**config.mk**
```make
export PLATFORM = sky130hd
export DESIGN_NAME = squash_dial
export DESIGN_NICKNAME = d
export VERILOG_FILES = /design/src/rtl/squash_dial.sv
export SDC_FILE = /design/constraint.sdc
export NUM_CORES = 1
export LEC_CHECK = 0
export BUFFER_PORTS_ARGS = -buffer_cell sky130_fd_sc_hd__buf_2
export CAP_MARGIN = 25
export CORE_MARGIN = 1
export CORE_UTILIZATION = 50
export DETAILED_ROUTE_END_ITERATION = 8
export HOLD_SLACK_MARGIN = 0.15
export PLACE_DENSITY = 0.76
export SYNTH_ARGS = -nofsm -noshare
export SYNTH_HDL_FRONTEND = slang
export SYNTH_SLANG_ARGS = --single-unit
```
**constraint.sdc**
```tcl
create_clock -name clk_sys -period 2 [get_ports clk_sys]
set_input_delay 0.4 -clock clk_sys [delete_from_list [all_inputs] [get_ports clk_sys]]
set_output_delay 0.4 -clock clk_sys [all_outputs]
set_load 0.05 [all_outputs]
```
**src/rtl/squash_dial.sv**
```systemverilog
// Paced dial step generator for the Squash spinner: turns held up/down controls
// into fixed-width step codes separated by idle gaps, with a faster cadence after a run.
module squash_dial #(
  parameter int PULSE_CYC   = 12000,
  parameter int GAP_SLOW    = 48000,
  parameter int GAP_FAST    = 12000,
  parameter int ACCEL_STEPS = 8
) (
  input  logic       clk_sys,
  input  logic       reset_n,
  input  logic       enable,
  input  logic       invert,
  input  logic       btn_up,
  input  logic       btn_down,
  output logic [1:0] dial,
  output logic       busy
);

  localparam int CNT_MAX = (PULSE_CYC > GAP_SLOW) ? PULSE_CYC : GAP_SLOW;
  localparam int CW      = $clog2(CNT_MAX) + 1;
  localparam int SW      = $clog2(ACCEL_STEPS + 1);

  localparam logic [CW-1:0] PULSE_LD  = CW'(PULSE_CYC - 1);
  localparam logic [CW-1:0] SLOW_LD   = CW'(GAP_SLOW - 1);
  localparam logic [CW-1:0] FAST_LD   = CW'(GAP_FAST - 1);
  localparam logic [SW-1:0] STEPS_MAX = SW'(ACCEL_STEPS);
  localparam logic [SW-1:0] STEP_ONE  = SW'(1);

  typedef enum logic [1:0] {IDLE, PULSE, GAP} state_t;
  typedef enum logic [1:0] {REQ_NONE, REQ_DOWN, REQ_UP} req_t;

  state_t        state_q, state_d;
  logic [CW-1:0] cnt_q, cnt_d;
  logic [SW-1:0] steps_q, steps_d;
  logic          dir_q, dir_d;      // 1 = up, 0 = down
  logic          inv_q, inv_d;
  logic [1:0]    dial_q, dial_d;
  logic          busy_q, busy_d;
  req_t          req;

  always_comb begin
    req = REQ_NONE;
    if (btn_down && !btn_up)      req = REQ_DOWN;
    else if (btn_up && !btn_down) req = REQ_UP;

    state_d = state_q;
    cnt_d   = cnt_q;
    steps_d = steps_q;
    dir_d   = dir_q;
    inv_d   = inv_q;

    case (state_q)
      IDLE: begin
        if (req != REQ_NONE) begin
          state_d = PULSE;
          dir_d   = (req == REQ_UP);
          inv_d   = invert;
          cnt_d   = PULSE_LD;
          steps_d = STEP_ONE;
        end
      end
      PULSE: begin
        // Inputs are ignored here so a pulse is never shortened.
        if (cnt_q == '0) begin
          state_d = GAP;
          cnt_d   = (steps_q == STEPS_MAX) ? FAST_LD : SLOW_LD;
        end else begin
          cnt_d = cnt_q - 1'b1;
        end
      end
      GAP: begin
        if (cnt_q != '0) begin
          cnt_d = cnt_q - 1'b1;
        end else if (req == REQ_NONE) begin
          state_d = IDLE;
          steps_d = '0;
        end else begin
          state_d = PULSE;
          cnt_d   = PULSE_LD;
          if ((req == REQ_UP) == dir_q) begin
            if (steps_q != STEPS_MAX) steps_d = steps_q + 1'b1;
          end else begin
            dir_d   = (req == REQ_UP);
            inv_d   = invert;
            steps_d = STEP_ONE;
          end
        end
      end
      default: state_d = IDLE;
    endcase

    if (!enable) begin
      state_d = IDLE;
      cnt_d   = '0;
      steps_d = '0;
    end

    dial_d = 2'd3;
    if (state_d == PULSE) dial_d = (dir_d ^ inv_d) ? 2'd2 : 2'd1;
    busy_d = (state_d != IDLE);
  end

  always_ff @(posedge clk_sys or negedge reset_n) begin
    if (!reset_n) begin
      state_q <= IDLE;
      cnt_q   <= '0;
      steps_q <= '0;
      dir_q   <= 1'b0;
      inv_q   <= 1'b0;
      dial_q  <= 2'd3;
      busy_q  <= 1'b0;
    end else begin
      state_q <= state_d;
      cnt_q   <= cnt_d;
      steps_q <= steps_d;
      dir_q   <= dir_d;
      inv_q   <= inv_d;
      dial_q  <= dial_d;
      busy_q  <= busy_d;
    end
  end

  assign dial = dial_q;
  assign busy = busy_q;

endmodule

```
==> flow_metrics.env <==
export IMPL_status="complete, but fails checks"
export IMPL_violations="setup timing"
export IMPL_crit_family="simple AND/OR/NAND/NOR gates"
export IMPL_top_usage_layer="met2"
export IMPL_hp_class="input port to flop"
export IMPL_avgRoutedWirePerCell_um=16.07
export IMPL_path_clk_slew_ns=0.10
export IMPL_crit_arrival_ns=2.24
export IMPL_use_met1_pct=36.21
export IMPL_wl_um=5240
export IMPL_io_pin_count=9
export IMPL_fillerInstances=292
export IMPL_p_leak_nw=1.179
export IMPL_syn_cell_area_um2=1937
export IMPL_maxClockFrequency_ghz=0.4954
export IMPL_grt_pass1_wl_um=8114
export IMPL_floorplan_initialDensity_pct=52.51
export IMPL_grt_met2_usage_pct=38.68
export IMPL_instances_no_fill=326
export IMPL_r2r_cells=8
export IMPL_hold_ws_ns=0.4364
export IMPL_core_um2=3689
export IMPL_path_cells="inv_2, ha_4, nor4b_4, nand4_4, a211o_1, a32o_2, xor2_2, or2_1"
export IMPL_relSlewSlack_pct=55.46
export IMPL_grt_overflow_total=0
export IMPL_worstMarginPinSlew_ns=0.6681
export IMPL_hold_depth=3
export IMPL_die_h_um=64.24
export IMPL_ys_warn_count=0
export IMPL_avgSynthCellArea_um2=8.608
export IMPL_drc=0
export IMPL_layout_drive_gt1_share_pct=32.01
export IMPL_register_area_um2=703.2
export IMPL_htree_levels=1
export IMPL_fp_dieW_um=64.24
export IMPL_finalSetupViolCount=1
export IMPL_place_congestion=0.8582
export IMPL_cts_tree="yes"
export IMPL_worstHoldStart="invert"
export IMPL_synth_distinct_cells=47
export IMPL_firstDrtPassIters=4
export IMPL_holdPathEnd="inv_q$_DFF_PN0_"
export IMPL_seq_area_frac_synth_pct=36.30
export IMPL_rsz0062_at_grt="yes"
export IMPL_tns_ns=-0.01876
export IMPL_final_cell_mix="buf_4, dfrtp_1, nand2_1"
export IMPL_final_common_cell="buf_4"
export IMPL_cts_buffer_depth=2
export IMPL_ys_seq_elements=28
export IMPL_cts_root_buf="clkbuf_8"
export IMPL_antenna_found_initial=0
export IMPL_cp_start_kind="flop"
export IMPL_max_stage_delay_ns=0.41
export IMPL_drv_cap=0
export IMPL_crit_required_ns=2.22
export IMPL_path_max_fanout=3
export IMPL_ff2ff_setup_slack_ns=-0.02
export IMPL_viasPerCell=5.819
export IMPL_dpl_cell_count=309
export IMPL_critPathKind="flop to flop"
export IMPL_syn_nets=240
export IMPL_grtUsageMet3_pct=3.750
export IMPL_vias=1897
export IMPL_async_flop_share_pct=100.0
export IMPL_drt_iter0_markers=129
export IMPL_hpwlAfterDp_um=3390
export IMPL_portBuffers=8
export IMPL_cts_sinks=28
export IMPL_multi_input_comb_area_um2=1236
export IMPL_cts_inserted_buffers=3
export IMPL_syn_to_final_growth_pct=32.43
export IMPL_r2r_end="dial[1]$_DFF_PN1_"
export IMPL_maxSlewViolCount=0
export IMPL_crit_slowest_cell="dfrtp_1"
export IMPL_grt_start_max_net_pins=29
export IMPL_pwr_density_cell_nw_per_um2=779.0
export IMPL_syn_inst=225
export IMPL_grt_use_total_pct=25.34
export IMPL_peakVddDrop_mv=0.3859
export IMPL_die_area_um2=4127
export IMPL_cp_buffers_inverters=1
export IMPL_finalPower_mw=1.998
export IMPL_worstReg2RegStart="cnt_q[1]$_DFFE_PN0P_"
export IMPL_fp_row_count=22
export IMPL_clk_latency_ns=0.28
export IMPL_n_antenna_cell=0
export IMPL_synth_top_flop_cell="dfrtp_1"
export IMPL_setup_slack_ns=-0.01876
export IMPL_ant_nets=0
export IMPL_grt_pass1_vias=1708
export IMPL_clock_skew_final_ns=0.008551
export IMPL_synth_edf_count=0
export IMPL_fin_nets=294
export IMPL_endpoint_kind="flop"
export IMPL_finalCritPeriodShare_pct=100.9
export IMPL_period_minus_slack_ns=2.019
export IMPL_hold_violations=0
-- what timing repair did --
item                                    in CTS  in global routing
hold buffers                                 1                  0
pin swaps                                    1                  7
buffers inserted                             3                  8
endpoints found under the setup margin      14                 25
resized for setup                            2                 31
cloned                                       0                  1
hold endpoints to repair                    14                  0
-- per-stage QoR --
stage	utilization, %	setup slack [ns]	instance area, um^2
2_1_floorplan	-	0.007141	1947
4_1_cts	65.20	-0.03829	2405
5_1_grt	69.54	-0.1004	2565
3_5_place_dp	62.25	-0.07598	2296
6_report	69.54	-0.01876	2565
3_3_place_gp	62.25	-0.02863	2296
-- worst max path at each step --
stage	start	endpoint	slack, ns	cells after the start
3_3_place_gp	cnt_q[0]$_DFFE_PN0P_	dial[1]$_DFF_PN1_	-0.03	8
4_1_cts	cnt_q[1]$_DFFE_PN0P_	dial[1]$_DFF_PN1_	-0.04	8
3_5_place_dp	cnt_q[1]$_DFFE_PN0P_	dial[1]$_DFF_PN1_	-0.08	8
2_1_floorplan	cnt_q[2]$_DFFE_PN0P_	dial[1]$_DFF_PN1_	0.007	6
6_report	cnt_q[1]$_DFFE_PN0P_	dial[1]$_DFF_PN1_	-0.02	8
5_1_grt	cnt_q[1]$_DFFE_PN0P_	dial[1]$_DFF_PN1_	-0.10	8
-- flip-flops by register name (all words and copies together) (netlist names) --
register  flops
busy          1
cnt_q        17
dial          2
dir_q         1
inv_q         1
state_q       2
steps_q       4
-- cells in the mapped netlist, types with 2 or more instances --
cell	instances	area share, %
o21ai_0	28	7.2
dfrtp_1	26	34
nand2_1	22	4.3
a21oi_1	15	3.9
nor2_1	15	2.9
inv_1	11	2.1
nand3_1	10	2.6
a31oi_1	9	2.9
clkbuf_1	9	1.7
ha_1	9	5.8
xor2_1	7	3.2
nor3_1	5	1.3
o211ai_1	4	1.6
and3_1	3	0.97
nand2b_1	3	0.97
nor2b_1	3	0.97
nor4_4	3	3.3
o22a_1	3	1.4
a21o_1	2	0.77
a41oi_1	2	0.90
buf_2	2	0.52
dfstp_2	2	2.7
mux2i_1	2	1.0
nand3b_1	2	0.77
nand4b_1	2	0.90
o21a_1	2	0.77
o311ai_0	2	0.90
o41ai_1	2	0.90
xnor2_1	2	0.90
-- routing by layer --
layer,up-vias,wire (um)
met5,-,0
met4,0,87
met1,891,2421
li1,929,-
met3,9,275
met2,68,2455
-- cell type report --
| class | count | area share (%) |
|---|---|---|
| well taps | 48 | 2.341 |
| flip-flops and latches | 28 | 27.41 |
| clock buffers | 3 | 1.610 |
| repair buffers | 61 | 17.66 |
| inverters | 11 | 1.610 |
| multi-input cells | 174 | 48.20 |
| clock inverters | 1 | 1.171 |
-- report_power, final --
part,internal [mW],switching (mW),leakage [nW]
Combinational,0.388,0.459,0.783
Clock,0.268,0.189,0.0357
Sequential,0.637,0.0562,0.361
Total,1.29,0.704,1.18
-- kinds of logic (layout without fill, tap and decap cells) --
logic type | after synthesis | in the layout | synth area share (%)
compound gates | 80 | 80 | 25.78
xor+xnor | 9 | 9 | 4.070
fa+ha+maj | 9 | 9 | 5.814
buf+inv | 23 | 76 | 4.780
flops | 28 | 28 | 36.30
mux | 2 | 2 | 1.034
simple gates | 74 | 74 | 22.22
-- worst reg2reg max path, delay by kind of cell, from the launching register on --
| family | cells | cell delay, ns |
|---|---|---|
| and+or+nand+nor | 3 | 0.64 |
| buffers and inverters | 1 | 0.08 |
| xor gates and xnor gates | 1 | 0.18 |
| AOI/OAI and AO/OA | 2 | 0.53 |
| adders and majority gates | 1 | 0.12 |
| DFF | 1 | 0.41 |
Power figures use the tool's default switching activity.
